--- config.mk ---
export PLATFORM = sky130hd
export DESIGN_NAME = cordic_arbiter
export DESIGN_NICKNAME = d
export VERILOG_FILES = /design/src/rtl/cordic_arbiter_pkg.sv /design/src/rtl/cordic_arbiter_rr_pick.sv /design/src/rtl/cordic_arbiter.sv
export SDC_FILE = /design/constraint.sdc
export NUM_CORES = 1
export LEC_CHECK = 0
export BUFFER_PORTS_ARGS = -buffer_cell sky130_fd_sc_hd__buf_2
export CORE_MARGIN = 2
export CORE_UTILIZATION = 30
export DETAILED_ROUTE_END_ITERATION = 10
export PLACE_DENSITY = 0.59
export SETUP_SLACK_MARGIN = 0.02
export SLEW_MARGIN = 30
export SYNTH_ARGS = -nofsm -noshare
export SYNTH_HDL_FRONTEND = slang
export SYNTH_SLANG_ARGS = --single-unit
--- constraint.sdc ---
create_clock -name clk -period 2.9 [get_ports clk]
set_clock_uncertainty 0.15 [all_clocks]
set_input_delay 0.145 -clock clk [delete_from_list [all_inputs] [get_ports clk]]
set_output_delay 0.145 -clock clk [all_outputs]
set_load 0.05 [all_outputs]
--- src/rtl/cordic_arbiter_pkg.sv ---
// Shared types and constants for the CORDIC arbiter: FSM state encoding,
// default operand width/watchdog depth and a ceil-log2 helper for sizing.
package cordic_arbiter_pkg;

  typedef enum logic [1:0] {
    IDLE  = 2'd0,
    ISSUE = 2'd1,
    WAIT  = 2'd2
  } arb_state_e;

  localparam int CORDIC_W    = 16;
  localparam int DEF_TIMEOUT = 64;

  function automatic int clog2(input int v);
    int r;
    r = 0;
    while ((1 << r) < v) r++;
    return r;
  endfunction

endpackage

--- src/rtl/cordic_arbiter_rr_pick.sv ---
// Combinational round-robin picker: first set request at or above ptr,
// wrapping modulo N. Returns a one-hot grant, its index and a valid flag.
module rr_pick #(
  parameter int N  = 3,
  parameter int PW = 2
) (
  input  logic [N-1:0]  req,
  input  logic [PW-1:0] ptr,
  output logic [N-1:0]  gnt,
  output logic [PW-1:0] idx,
  output logic          vld
);

  // One extra bit so ptr + offset can exceed N-1 before the single wrap.
  logic [PW:0] c;

  always_comb begin
    gnt = '0;
    idx = '0;
    vld = 1'b0;
    c   = '0;
    for (int i = 0; i < N; i++) begin
      c = {1'b0, ptr} + (PW+1)'(i);
      if (c >= (PW+1)'(N)) c = c - (PW+1)'(N);
      if (!vld && req[c[PW-1:0]]) begin
        vld             = 1'b1;
        gnt[c[PW-1:0]]  = 1'b1;
        idx             = c[PW-1:0];
      end
    end
  end

endmodule

--- src/rtl/cordic_arbiter.sv ---
// Round-robin front end sharing one iterative CORDIC among N_REQ requesters:
// grant + operand capture, start sequencing, result routing and a done watchdog.
module cordic_arbiter
  import cordic_arbiter_pkg::*;
#(
  parameter int N_REQ   = 3,
  parameter int WIDTH   = CORDIC_W,
  parameter int TIMEOUT = DEF_TIMEOUT
) (
  input  logic                     clk,
  input  logic                     rst_n,
  input  logic [N_REQ-1:0]         req,
  input  logic [N_REQ*WIDTH-1:0]   x_in,
  input  logic [N_REQ*WIDTH-1:0]   y_in,
  output logic [N_REQ-1:0]         ack,
  output logic [N_REQ-1:0]         rsp_valid,
  output logic [WIDTH-1:0]         rsp_angle,
  output logic [WIDTH-1:0]         rsp_mag,
  output logic                     rsp_err,
  output logic                     busy,
  output logic                     cordic_start,
  output logic [WIDTH-1:0]         cordic_x,
  output logic [WIDTH-1:0]         cordic_y,
  input  logic                     cordic_done,
  input  logic                     cordic_busy,
  input  logic [WIDTH-1:0]         cordic_angle,
  input  logic [WIDTH-1:0]         cordic_mag
);

  localparam int PW = clog2(N_REQ);
  localparam int TW = clog2(TIMEOUT + 1);

  arb_state_e       state_q, state_d;
  logic [PW-1:0]    ptr_q, ptr_d, owner_q, owner_d;
  logic [TW-1:0]    wd_q, wd_d;
  logic [N_REQ-1:0] ack_q, ack_d, rsp_valid_q, rsp_valid_d;
  logic [WIDTH-1:0] rsp_angle_q, rsp_angle_d, rsp_mag_q, rsp_mag_d;
  logic [WIDTH-1:0] cx_q, cx_d, cy_q, cy_d;
  logic             rsp_err_q, rsp_err_d, busy_q, busy_d, start_q, start_d;

  logic [N_REQ-1:0] pick_gnt;
  logic [PW-1:0]    pick_idx;
  logic             pick_vld;
  logic [WIDTH-1:0] x_arr [N_REQ];
  logic [WIDTH-1:0] y_arr [N_REQ];

  for (genvar i = 0; i < N_REQ; i++) begin : g_unpack
    assign x_arr[i] = x_in[i*WIDTH +: WIDTH];
    assign y_arr[i] = y_in[i*WIDTH +: WIDTH];
  end

  rr_pick #(.N(N_REQ), .PW(PW)) u_pick (
    .req (req),
    .ptr (ptr_q),
    .gnt (pick_gnt),
    .idx (pick_idx),
    .vld (pick_vld)
  );

  always_comb begin
    state_d     = state_q;
    ptr_d       = ptr_q;
    owner_d     = owner_q;
    wd_d        = wd_q;
    ack_d       = '0;
    rsp_valid_d = '0;
    rsp_err_d   = 1'b0;
    rsp_angle_d = rsp_angle_q;
    rsp_mag_d   = rsp_mag_q;
    start_d     = 1'b0;
    cx_d        = cx_q;
    cy_d        = cy_q;
    case (state_q)
      IDLE: begin
        if (pick_vld) begin
          cx_d    = x_arr[pick_idx];
          cy_d    = y_arr[pick_idx];
          owner_d = pick_idx;
          ack_d   = pick_gnt;
          ptr_d   = (pick_idx == PW'(N_REQ-1)) ? '0 : pick_idx + 1'b1;
          state_d = ISSUE;
        end
      end
      ISSUE: begin
        if (!cordic_busy) begin
          start_d = 1'b1;
          wd_d    = '0;
          state_d = WAIT;
        end
      end
      WAIT: begin
        // A done coinciding with watchdog expiry is still a good result.
        if (cordic_done) begin
          rsp_angle_d          = cordic_angle;
          rsp_mag_d            = cordic_mag;
          rsp_valid_d[owner_q] = 1'b1;
          state_d              = IDLE;
        end else if (wd_q == TW'(TIMEOUT-1)) begin
          rsp_angle_d          = '0;
          rsp_mag_d            = '0;
          rsp_err_d            = 1'b1;
          rsp_valid_d[owner_q] = 1'b1;
          state_d              = IDLE;
        end else begin
          wd_d = wd_q + 1'b1;
        end
      end
      default: state_d = IDLE;
    endcase
    busy_d = (state_d != IDLE);
  end

  always_ff @(posedge clk or negedge rst_n) begin
    if (!rst_n) begin
      state_q     <= IDLE;
      ptr_q       <= '0;
      owner_q     <= '0;
      wd_q        <= '0;
      ack_q       <= '0;
      rsp_valid_q <= '0;
      rsp_err_q   <= 1'b0;
      rsp_angle_q <= '0;
      rsp_mag_q   <= '0;
      busy_q      <= 1'b0;
      start_q     <= 1'b0;
      cx_q        <= '0;
      cy_q        <= '0;
    end else begin
      state_q     <= state_d;
      ptr_q       <= ptr_d;
      owner_q     <= owner_d;
      wd_q        <= wd_d;
      ack_q       <= ack_d;
      rsp_valid_q <= rsp_valid_d;
      rsp_err_q   <= rsp_err_d;
      rsp_angle_q <= rsp_angle_d;
      rsp_mag_q   <= rsp_mag_d;
      busy_q      <= busy_d;
      start_q     <= start_d;
      cx_q        <= cx_d;
      cy_q        <= cy_d;
    end
  end

  assign ack          = ack_q;
  assign rsp_valid    = rsp_valid_q;
  assign rsp_err      = rsp_err_q;
  assign rsp_angle    = rsp_angle_q;
  assign rsp_mag      = rsp_mag_q;
  assign busy         = busy_q;
  assign cordic_start = start_q;
  assign cordic_x     = cx_q;
  assign cordic_y     = cy_q;

endmodule

Word-level counts from Yosys, hierarchy flattened
Cells that the tools add are included.

Register bits after elaboration: 86. Logic and storage cells: 112. Input port bits: 135. Output and inout port bits: 73.

Equality and inequality tests: 7. Bitwise gates (word level): 3. Mux-type cells: 55. Add/sub/neg operators: 7. Reductions and logical operators: 15. $lt $le $gt $ge: 12.

Operators with widths (count): $mux W16 (7); $bmux W16 S2 (2); $mux W3 (8); $mux W2 (11); $mux W7 (3); $mux W1 (15); $pmux W7 S2 (1); $lt A2 B3 Y1 const B (4); $demux W1 S2 (4); $ge A2 B1 Y1 const B (4); $add A7 B1 Y7 const B (1); $eq A7 B6 Y1 const B (1); $bmux W1 S2 (3); $ge A3 B2 Y1 const B (2); $logic_and A1 B1 Y1 (6); $ne A2 B2 Y1 const B (3); $or A3 B3 Y3 (2); $pmux W2 S3 (1); $reduce_bool A2 Y1 (3); $sub A2 B2 Y2 const B (3); $eq A2 B2 Y1 const B (2); $reduce_and A2 Y1 (2); $reduce_and A4 Y1 (1); $add A2 B1 Y3 const B (1); other kinds (8) (9).

Longest topological paths before layout
Word-level depth: 15. Mapped depth: 11. Mapped depth without buffers: 7.

Cells and area by module
A second synthesis with hierarchy kept.

Cell total of the unflattened synthesis: 472. Area total of the unflattened synthesis: 4695.8 um^2.

By module, submodules not included: cordic_arbiter (cells an instance 431, sequential area each 2152.1 um^2, area an instance 4414.2 um^2, times used 1); rr_pick (cells an instance 41, sequential area each 0.0 um^2, area an instance 281.5 um^2, times used 1).

Worst setup path after synthesis
OpenSTA, ideal clock, no wires.

Kind: reg-to-reg. From: register ptr_q[1]. To: register cy_q[12] (netlist: cordic_y[12]). Required time: 2612 ps. Path buffers: 3. Cell stages (with the launch flop): 11. Library setup time: 138 ps. Setup slack: 464 ps. Clock period less this slack: 2436 ps. Arrival time: 2148 ps. Cells stage by stage: dfrtp_1 inv_1 ha_1 buf_6 mux2_4 mux2_4 a22o_1 buf_2 buf_6 a211oi_1 o31ai_1.

Longest elaborated chain between the ends: 15. Elaborated cells between the ends (all ways): 32. Those cells by class: add/sub (5); order compare (3); mux (18); bitwise (1); reduce/logical (5).

RTL lines: from (decl) (line cordic_arbiter.sv:34) `logic [PW-1:0] ptr_q, ptr_d, owner_q, owner_d;`; from (signal assigned) (line cordic_arbiter.sv:130) `ptr_q <= ptr_d;`; branches (longest 15 deep; another with $add A2 B1 Y3); to (signal assigned) (line cordic_arbiter.sv:141) `cy_q <= cy_d;`; to (decl) (line cordic_arbiter.sv:38) `logic [WIDTH-1:0] cx_q, cx_d, cy_q, cy_d;`.

Several ways; the timed one is not identified. The select of a mux whose other input is x is not followed. A chain may end at the register's enable or synchronous reset.

Final worst setup path
From: register ptr_q[1]. To: register cx_q[5] (netlist: cordic_x[5]).

Longest elaborated chain between the ends: 15. Elaborated cells between the ends (all ways): 32. Those cells by class: add/sub (5); order compare (3); mux (18); bitwise (1); reduce/logical (5).

RTL lines: branches (longest 15 deep; another with $add A2 B1 Y3); to (signal assigned) (line cordic_arbiter.sv:126) `cx_q <= '0;`; to (signal assigned) (line cordic_arbiter.sv:140) `cx_q <= cx_d;`; to (decl) (line cordic_arbiter.sv:38).

Several ways; the timed one is not identified. The select of a mux whose other input is x is not followed.

==> metrics.md <==
| Metric | Value |
|---|---|
| Top-count cell post-synth | dfrtp_1 |
| Hold Path Stages | 3 |
| Largest net degree at the start of global routing | 87 |
| Share of flip-flops with an asynchronous set or reset | 100% |
| Leakage | 3.30 nW |
| Arrival time worst endpoint | 2.72 ns |
| DR iter-0 viols | 185 |
| DP HPWL | 9560 µm |
| Area contributors post-synth | dfrtp_1 48%, a22o_1 6.5%, a221oi_1 6.1% |
| Peak Freq | 0.377 GHz |
| Setup Viol. Count Final | 0 |
| Fin area | 6660 µm² |
| Worst R2R End | cordic_x[5] |
| Die area | 15,900 µm² |
| Main combinational cell family by area after synthesis | compound AO/OA/AOI/OAI gates |
| Fillers | 1,379 |
| Yosys cell types | 41 |
| Compound-Gate Fraction of Synth Area | 29.0% |
| Critical Path Sink | cordic_x[5] |
| Vias | 4,487 |
| Pwr per Cell Area | 1240 nW/µm² |
| Status | finished clean |
| Cells after Synth | 444 |
| Synth warn | 0 |
| Fin crit period | 2.65 ns |
| Syn nets | 584 |
| Mean area per synthesized cell | 10.1 µm² |
| Final slew viol count | 0 |
| CTS Buffer Depth | 2 |
| Share of layout cells above drive strength 1 | 36.1% |
| First-pass GRT wire length | 22,200 µm |
| Crit path largest cell delay | 0.41 ns |
| Sequential element share of the synthesized area | 48.1% |
| Initial Util | 30.8% |
| Final hold vios | 0 |
| Die width | 126 µm |
| Total GRT Usage | 17.2% |
| CTS sink cnt | 86 |
| Period utilisation layout | 91.5% |
| Nets | 844 |
| Synth Area in Adders | 1.40% |
| Register bit total from synthesis | 86 |
| Vias in the first global route | 4,577 |
| Post-synth EDFFs | 0 |
| Synth Flop Type | dfrtp_1 |
| CTS Buf Count | 9 |
| Drt first pass iters | 4 |
| Reg clk slew, reported paths | 0.07 ns |
| Top Ports | 208 |
| # port buffers | 207 |
| Crit-path cells | inv_1 > ha_1 > mux2_4 > mux2_4 > a22o_1 > buf_4 > a211oi_1 > o31ai_1 |
| P&R area growth vs syn | 48.8% |
| Setup total negative slack | 0 ns |
| Met1 Use GR | 21.4% |
| Worst R2R Path Depth | 8 |
| Fin util | 45.8% |
| Drt drc | 0 |
| Worst R2R Setup Slack | 0.25 ns |
| Cell Area, Placed | 5680 µm² |
| Root buffer cell | clkbuf_16 |
| Skew-Pair Late Insertion Delay | 0.34 ns |
| Simple-gate portion of the synthesized area | 10.7% |
| Synth cell count leaders | 86 x dfrtp_1, 45 x nand2_1, 39 x inv_1, 38 x nor2_1, 33 x a22o_1 |
| Overall power | 8.22 mW |
| Grt ovf | 0 |
| Crit path required time | 2.97 ns |
| RSZ-0062 raised after global routing | false |
| Worst-Margin Slew | 0.807 ns |
| WL per Instance | 15.7 µm |
| CP Class | flip-flop to flip-flop |
| Row count | 44 |
| Post-CTS Repair Setup Buffers | 0 |
| Met2 Track Usage GR | 29.4% |
| Mapped Area | 4470 µm² |
| CP top delay family | compound AO/OA/AOI/OAI gates |
| Max Cap Viol | 0 |
| Aggregate routed wire length | 14,000 µm |
| Area share of the largest cell type after synthesis | 48.1% |
| Worst VDD drop | 0.503 mV |
| Critical R2R Launch | ptr_q[1] |
| Initial antenna violation count | 3 |
| Die Y-Extent | 126 µm |
| Average vias per placed instance | 5.01 |
| Post-synthesis xor/xnor area fraction | 0.588% |
| CP Max Fanout | 13 |
| Slew headroom | 46.2% |
| Number of cells on the critical path | 8 |
| CP Buf/Inv Count | 2 |
| RD Place Congestion | 0.786 |
| Post-cts resize count | 0 |
| Worst setup startpoint | ptr_q[1] |
| GR Layer Usage met3 | 3.95% |
| Core Box Area | 14,500 µm² |
| Post-synth top area cell | dfrtp_1 |
| CP Launch Type | flip-flop |
| Hold WC Path Type | input port to flip-flop |
| Final ANT Viol Nets | 0 |
| Htree depth | 3 |
| Slowest stage cell, crit path | dfrtp_1 |
| Mux cell area share after synthesis | 1.37% |
| CTS tree | done |
| Crit. End Element | flip-flop |
| Grt peak-use layer | met2 |
| Crit-path most repeated cell | mux2_4 |
worst min path at each step:
| stage | from | end | slack (ns) |
|---|---|---|---|
| after floorplan | rst_n | ack[0] | -0.30 |
| after global placement | cordic_angle[13] | rsp_angle[13] | 0.22 |
| after detailed placement | rst_n | rsp_mag[2] | 0.13 |
| after CTS | y_in[7] | cordic_y[7] | 0.01 |
| after global routing | y_in[7] | cordic_y[7] | 0.03 |
| final | y_in[7] | cordic_y[7] | 0.02 |
worst reg2reg max path: stages (launching register included):
cell and delay [ns]:
dfrtp_1 0.41, inv_1 0.09, ha_1 0.19, mux2_4 0.33
mux2_4 0.33, a22o_1 0.33, buf_4 0.23, a211oi_1 0.34
o31ai_1 0.13
timing repair:
action	CTS	global route
endpoints found under the hold margin	151	0
hold buffers	66	0
setup endpoints to repair	0	0
metrics by stage:
stage / worst slack, ns / hold slack, ns / cells
2_1_floorplan: 0.464 / -0.301 / 444
3_3_place_gp: 0.388 / 0.219 / 811
3_5_place_dp: 0.332 / 0.126 / 811
4_1_cts: 0.313 / 0.0104 / 893
5_1_grt: 0.141 / 0.0268 / 894
6_report: 0.247 / 0.0184 / 896
metal layers:
metal  vias up  share of wire, %
li1       2147                 -
met1      2129                44
met2       195                48
met3        16               7.2
met4         0               1.5
met5         -                 0
where the power goes:
group	leakage [nW]	switching (mW)	internal (mW)
combinational	2.06	3.43	1.58
clock	0.149	0.513	0.698
sequential	1.09	0.281	1.72
total	3.30	4.23	4.00
area by class of cell:
cell class,count,area [µm²],share of cell area (%)
diodes,3,7.51,0.113
clock buffers,10,239,3.59
clock inverters,6,68.8,1.03
inverters,39,146,2.20
multi-input cells,278,1930,29.0
flip-flops and latches,86,2150,32.3
well taps,184,230,3.46
repair buffers,290,1880,28.3
cells by family (layout without fill, tap and decap cells):
family          Yosys count  in the layout
mux                       5              5
buf+inv                  80            345
other cells               0              3
fa+ha+maj                 5              5
xor+xnor                  3              3
flops                    86             86
compound gates          155            155
simple gates            110            110
sequential cells by signal, summed over array words and instances (netlist names):
register      flops
rsp_angle        16
ack               3
rsp_valid         3
cordic_start      1
wd_q              7
ptr_q             2
cordic_x         16
cordic_y         16
rsp_err           1
busy              1
rsp_mag          16
state_q           2
owner_q           2
layout by cell type, fill, tap and decap left out, types with 2 or more instances in the layout:
cell type / instances
buf_2: 206
o31ai_4: 2
a211oi_2: 3
nor3_1: 4
inv_6: 2
mux2i_1: 2
diode_2: 3
nor3b_1: 4
nand2_1: 45
nand2b_1: 3
o21ai_0: 9
a221oi_1: 31
nor2_1: 38
o31a_1: 2
xor2_1: 2
o31ai_2: 4
o31ai_1: 29
dlygate4sd3_1: 66
buf_12: 4
nor2b_1: 4
clkbuf_16: 9
nand3_1: 5
a21oi_1: 3
a22o_1: 33
a211oi_1: 31
nand3b_1: 3
dfrtp_1: 86
buf_4: 13
inv_1: 39
ha_1: 5
and2_1: 2
mux2_4: 2
Power figures use the tool's default switching activity.
